[src/rtl/mem_access_unit.sv]
// MEM-stage data-bus initiator: issues loads/stores, waits for the response,
// aligns load data and presents the writeback record. Non-memory ops pass straight through.
module mem_access_unit #(
  parameter int unsigned     XLEN     = 64,
  parameter int unsigned     DST_W    = 5,
  parameter logic [XLEN-1:0] PC_RESET = 64'h8000_0000
) (
  input  logic             clk,
  input  logic             reset,
  input  logic             ex_valid,
  input  logic [XLEN-1:0]  ex_pc,
  input  logic [XLEN-1:0]  ex_result,
  input  logic [XLEN-1:0]  ex_wdata,
  input  logic             ex_mem_rd,
  input  logic             ex_mem_wr,
  input  logic [1:0]       ex_size,
  input  logic             ex_unsigned,
  input  logic [DST_W-1:0] ex_dst,
  input  logic             ex_regwrite,
  input  logic             flush,
  output logic             stall,
  output logic             dreq_valid,
  output logic [XLEN-1:0]  dreq_addr,
  output logic [1:0]       dreq_size,
  output logic [7:0]       dreq_strobe,
  output logic [XLEN-1:0]  dreq_data,
  input  logic             dresp_ok,
  input  logic [XLEN-1:0]  dresp_data,
  output logic             wb_valid,
  output logic [XLEN-1:0]  wb_pc,
  output logic [XLEN-1:0]  wb_result,
  output logic [DST_W-1:0] wb_dst,
  output logic             wb_regwrite,
  output logic             wb_misalign,
  output logic             wb_bubble
);

  localparam int unsigned STRB_W = 8;

  typedef enum logic [1:0] {
    IDLE = 2'd0,
    BUSY = 2'd1,
    DONE = 2'd2
  } fsmState;

  fsmState state;
  fsmState nextState;

  logic              isMem;
  logic              aligned;
  logic              misalign;
  logic              issue;
  logic [STRB_W-1:0] strobeBase;
  logic [XLEN-1:0]   laneData;
  logic [XLEN-1:0]   shifted;
  logic [XLEN-1:0]   loadData;
  logic              signBit;

  logic [XLEN-1:0]   pcQ;
  logic [XLEN-1:0]   resultQ;
  logic [DST_W-1:0]  dstQ;
  logic              regwriteQ;
  logic              loadQ;
  logic              unsignedQ;
  logic              killQ;

  // Natural alignment check and request decode for the EX record
  always_comb begin
    aligned = 1'b1;
    case (ex_size)
      2'd0:    aligned = 1'b1;
      2'd1:    aligned = (ex_result[0] == 1'b0);
      2'd2:    aligned = (ex_result[1:0] == 2'b00);
      default: aligned = (ex_result[2:0] == 3'b000);
    endcase
  end

  assign isMem    = ex_mem_rd | ex_mem_wr;
  assign misalign = ex_valid & isMem & ~aligned;
  assign issue    = ex_valid & isMem & aligned & ~flush;

  // Byte-enable base pattern and lane-replicated store data
  always_comb begin
    strobeBase = 8'h01;
    laneData   = ex_wdata;
    case (ex_size)
      2'd0: begin
        strobeBase = 8'h01;
        laneData   = {8{ex_wdata[7:0]}};
      end
      2'd1: begin
        strobeBase = 8'h03;
        laneData   = {4{ex_wdata[15:0]}};
      end
      2'd2: begin
        strobeBase = 8'h0F;
        laneData   = {2{ex_wdata[31:0]}};
      end
      default: begin
        strobeBase = 8'hFF;
        laneData   = ex_wdata;
      end
    endcase
  end

  // Load data alignment uses the held request address/size
  assign shifted = dresp_data >> {dreq_addr[2:0], 3'b000};

  always_comb begin
    signBit  = 1'b0;
    loadData = shifted;
    case (dreq_size)
      2'd0: begin
        signBit  = ~unsignedQ & shifted[7];
        loadData = {{(XLEN-8){signBit}}, shifted[7:0]};
      end
      2'd1: begin
        signBit  = ~unsignedQ & shifted[15];
        loadData = {{(XLEN-16){signBit}}, shifted[15:0]};
      end
      2'd2: begin
        signBit  = ~unsignedQ & shifted[31];
        loadData = {{(XLEN-32){signBit}}, shifted[31:0]};
      end
      default: begin
        signBit  = 1'b0;
        loadData = shifted;
      end
    endcase
  end

  always_ff @(posedge clk or negedge reset) begin
    if (!reset) begin
      state <= IDLE;
    end else begin
      state <= nextState;
    end
  end

  always_comb begin
    nextState = state;
    case (state)
      IDLE:    if (issue) nextState = BUSY;
      BUSY:    if (dresp_ok) nextState = DONE;
      DONE:    nextState = IDLE;
      default: nextState = IDLE;
    endcase
  end

  // Writeback record and upstream stall; reset forces the idle record
  always_comb begin
    stall       = 1'b0;
    wb_valid    = 1'b0;
    wb_pc       = ex_pc;
    wb_result   = ex_result;
    wb_dst      = ex_dst;
    wb_regwrite = 1'b0;
    wb_misalign = 1'b0;
    if (!reset) begin
      wb_pc     = PC_RESET;
      wb_result = '0;
      wb_dst    = '0;
    end else begin
      case (state)
        IDLE: begin
          wb_misalign = misalign;
          if (issue) begin
            stall = 1'b1;
          end else begin
            wb_valid    = ex_valid & ~flush;
            wb_regwrite = ex_valid & ex_regwrite & ~flush & ~misalign;
          end
        end
        BUSY: begin
          stall = 1'b1;
        end
        DONE: begin
          wb_valid    = ~killQ & ~flush;
          wb_pc       = pcQ;
          wb_result   = resultQ;
          wb_dst      = dstQ;
          wb_regwrite = regwriteQ & ~killQ & ~flush;
        end
        default: begin
          stall = 1'b0;
        end
      endcase
    end
  end

  assign wb_bubble = ~wb_valid;

  // Request launch, response capture and sticky kill for flushes while busy
  always_ff @(posedge clk or negedge reset) begin
    if (!reset) begin
      dreq_valid  <= 1'b0;
      dreq_addr   <= '0;
      dreq_size   <= '0;
      dreq_strobe <= '0;
      dreq_data   <= '0;
      pcQ         <= '0;
      resultQ     <= '0;
      dstQ        <= '0;
      regwriteQ   <= 1'b0;
      loadQ       <= 1'b0;
      unsignedQ   <= 1'b0;
      killQ       <= 1'b0;
    end else begin
      if (state == IDLE && issue) begin
        dreq_valid  <= 1'b1;
        dreq_addr   <= ex_result;
        dreq_size   <= ex_size;
        dreq_strobe <= ex_mem_wr ? STRB_W'(strobeBase << ex_result[2:0]) : '0;
        dreq_data   <= laneData;
        pcQ         <= ex_pc;
        resultQ     <= ex_result;
        dstQ        <= ex_dst;
        regwriteQ   <= ex_regwrite;
        loadQ       <= ex_mem_rd;
        unsignedQ   <= ex_unsigned;
        killQ       <= 1'b0;
      end
      if (state == BUSY) begin
        if (flush) killQ <= 1'b1;
        if (dresp_ok) begin
          dreq_valid <= 1'b0;
          if (loadQ) resultQ <= loadData;
        end
      end
    end
  end

endmodule
[config.mk]
export PLATFORM = sky130hd
export DESIGN_NAME = mem_access_unit
export DESIGN_NICKNAME = d
export VERILOG_FILES = /design/src/rtl/mem_access_unit.sv
export SDC_FILE = /design/constraint.sdc
export NUM_CORES = 1
export LEC_CHECK = 0
export BUFFER_PORTS_ARGS = -buffer_cell sky130_fd_sc_hd__buf_2
export CAP_MARGIN = 20
export CORE_AREA = 2 2 214 216
export DETAILED_ROUTE_END_ITERATION = 12
export DIE_AREA = 0 0 216 218
export GPL_ROUTABILITY_DRIVEN = 0
export SYNTH_ARGS = -nofsm -noshare
export SYNTH_HDL_FRONTEND = slang
export SYNTH_SLANG_ARGS = --single-unit
export TNS_END_PERCENT = 1
[constraint.sdc]
create_clock -name clk -period 2.38 [get_ports clk]
set_input_delay 0.119 -clock clk [delete_from_list [all_inputs] [get_ports clk]]
set_output_delay 0.119 -clock clk [all_outputs]
set_load 0.01 [all_outputs]
==> impl_metrics.ini <==
[die]
core.rowCount = 78
die_h_um = 218
coreArea_um2 = 44900
io_pins = 549
start_util_pct = 35.1
dieArea_um2 = 47100
die_w_um = 216

[logic_synthesis]
synth_flop_cell = dfrtp_1
async_flop_share_pct = 100
synth-seq-cells = 278
synthesis.nets = 2222
synth.top_cell.area_share_pct = 44.1
synth-edff-count = 0
ys_top_cells_by_area = dfrtp_1, nand2_1, a21boi_0, mux2i_1, o21ai_0
synthCells = 1950
yosysWarnings = 0
ys_seq_area_share_pct = 44.1
ys_types = 53
syn_avg_cell_area_um2 = 8.09
syn_area_um2 = 15800
synth_top_area_cell = dfrtp_1

[final_layout]
final_common_cell = nand2_1
area_growth_pct = 43.7
utilization_pct = 50.5
nets = 2924
drive_gt1_share_pct = 27.8
most-common-layout-cells = nand2_1, buf_2, dfrtp_1, dlygate4sd3_1, o21ai_0

[timing]
slew-limit-headroom_pct = 49.2
setup_viol = 0
fmax_ghz = 0.433
worst_pin_slew_ns = 0.762
hold_violations = 0
slew_viol_final = 0
finClkSkew_ns = 0.0216
period_needed_ns = 2.31
fin_crit_sh_pct = 97.0
rsz0062_at_grt = true

[power_and_ir_drop]
p_leak_nw = 11.5
ir_worst_vdd_uv = 452
power_mw = 18.4
powerDensity_nw_per_um2 = 812

[setup_path]
cp_max_fo = 49
startpoint_type = flip-flop
critical_path_class = reg -> out
slowest_delay_ns = 0.37
crit_family = buffers and inverters
cp_data_required_time_ns = 2.26
end_kind = primary output
r2r_start = dreq_addr[1]
setup.worst_path.start = state[1]
cp.arrival_ns = 2.19
path_buf_inv = 3
crit_path_top_delay_cell = dfrtp_1
cp_cell_sequence = buf_4 -> nand2b_4 -> buf_16 -> nand2_1 -> a21boi_0 -> buf_2

[global_route]
grt-ovfl-total = 0
grt_pass1_wl_mm = 95.6
groute.usage.overall_pct = 25.9
grt_max_degree = 133
antenna_found_initial = 9
grt_pass1_vias = 16800

[detailed_routing]
drt_first_pass_iters = 5
via_per_inst = 5.19
drc = 0
antenna_left = 0
m1WireLength_mm = 26.5
dr_wl_met2_mm = 29.5
routed.top_layer = met4
routed_wl_mm = 63.8
drt_iter0_markers = 1325
wl_met3_mm = 4.79
wl_per_cell_um = 19.4
vias = 17100

[clock_tree]
clk_pin_slew_ns = 0.06
clock_path_buffers = 3
cts_tree = built
clkSinkCount = 278
htreeDepth = 2
insertion_delay_ns = 0.55
root_buffer = clkbuf_16
numCtsBuffers = 36

[placement]
io_buffers = 548
dp_hpwl_mm = 44.3

[status]
status = complete, no violations

[run]
cap_violations = 0

[hold_path]
hp-class = in -> async
-- registers in the layout (all words and copies together) (netlist names) --
signal / cells
dreq_data: 64
dreq_strobe: 8
state: 2
dstQ: 5
dreq_size: 2
loadQ: 1
resultQ: 64
dreq_addr: 64
killQ: 1
regwriteQ: 1
pcQ: 64
unsignedQ: 1
dreq_valid: 1
-- metrics by stage --
stage | instances | hold slack, ns | TNS [ns] | cell area [um^2] | setup WS, ns
CTS | 3272 | 0.00287 | -0.00143 | 22500 | -0.000751
detailed placement | 3004 | 0.00628 | -1.27 | 19300 | -0.124
global route | 3284 | 0.0425 | -0.729 | 22700 | -0.0640
floorplan | 1950 | -0.177 | 0 | 15800 | 0.325
finish | 3285 | 0.0177 | 0 | 22700 | 0.0706
global placement | 3004 | 0.00693 | 0 | 19300 | 0.00366
-- metal layers --
metal  up-vias  global-route usage [%]
li1       7967                       -
met1      8115                    33.2
met2       791                    41.2
met3       190                    6.11
met4         0                    12.6
met5         -                       0
-- Yosys cell counts, types with 20 or more instances --
master and number:
a21boi_0 132, clkbuf_1 123, nor2b_1 20, mux2i_1 80
a22oi_1 38, nand2_1 828, nor2_1 47, dfrtp_1 278
a21oi_1 53, o21ai_0 123, mux2_2 23, a211oi_1 20
nand3_1 25
-- power by group --
| part | switching [mW] | leakage (nW) | total, mW | internal (mW) |
|---|---|---|---|---|
| registers | 0.859 | 3.46 | 7.04 | 6.18 |
| clock network | 2.17 | 0.575 | 5.48 | 3.30 |
| logic | 3.32 | 7.50 | 5.89 | 2.57 |
| total | 6.35 | 11.5 | 18.4 | 12.1 |
-- area by class of cell --
type / count / area, um^2
clock inverter: 9 / 97.6
multi-input combinational: 1507 / 8190
timing repair buffer: 823 / 5560
sequential: 278 / 6960
tap: 600 / 751
antenna: 9 / 22.5
fill: 4211 / 22200
clock buffer: 53 / 1070
inverter: 6 / 22.5
-- worst reg2reg max path: stages (launching register included) --
cell and delay, ns:
dfrtp_2 0.49, mux2i_1 0.31, a2bb2oi_1 0.32, a211oi_2 0.18, a2111oi_4 0.43, buf_4 0.30, a22oi_1 0.13
-- path summary, 6_finish.rpt --
path / endpoint / cells after the start / slack (ns)
min in group clk: dreq_data[46] / 4 / 0.02
worst max-delay path: wb_result[31] / 6 / 0.07
worst min register to register: dreq_data[4] / 2 / 0.47
worst min-delay path: dreq_addr[33] / 2 / 0.02
max in group asynchronous: dreq_data[28] / 4 / 1.08
worst max register to register: resultQ[43] / 6 / 0.08
-- kinds of logic after synthesis --
group | after synthesis | synth area share (%)
AOI/OAI and AO/OA | 437 | 18.6
xor gates and xnor gates | 1 | 0.0555
buffers and inverters | 165 | 4.30
DFF | 278 | 44.1
muxes | 122 | 9.43
and+or+nand+nor | 947 | 23.5
-- what timing repair did --
item | 4_1_cts | 5_1_grt
buffers inserted | 0 | 2
hold endpoints to repair | 398 | 0
endpoints found under the setup margin | 38 | 83
gates cloned | 0 | 2
resized for setup | 11 | 31
hold buffers | 206 | 0
Note: power is estimated with default switching activity, not from simulation.
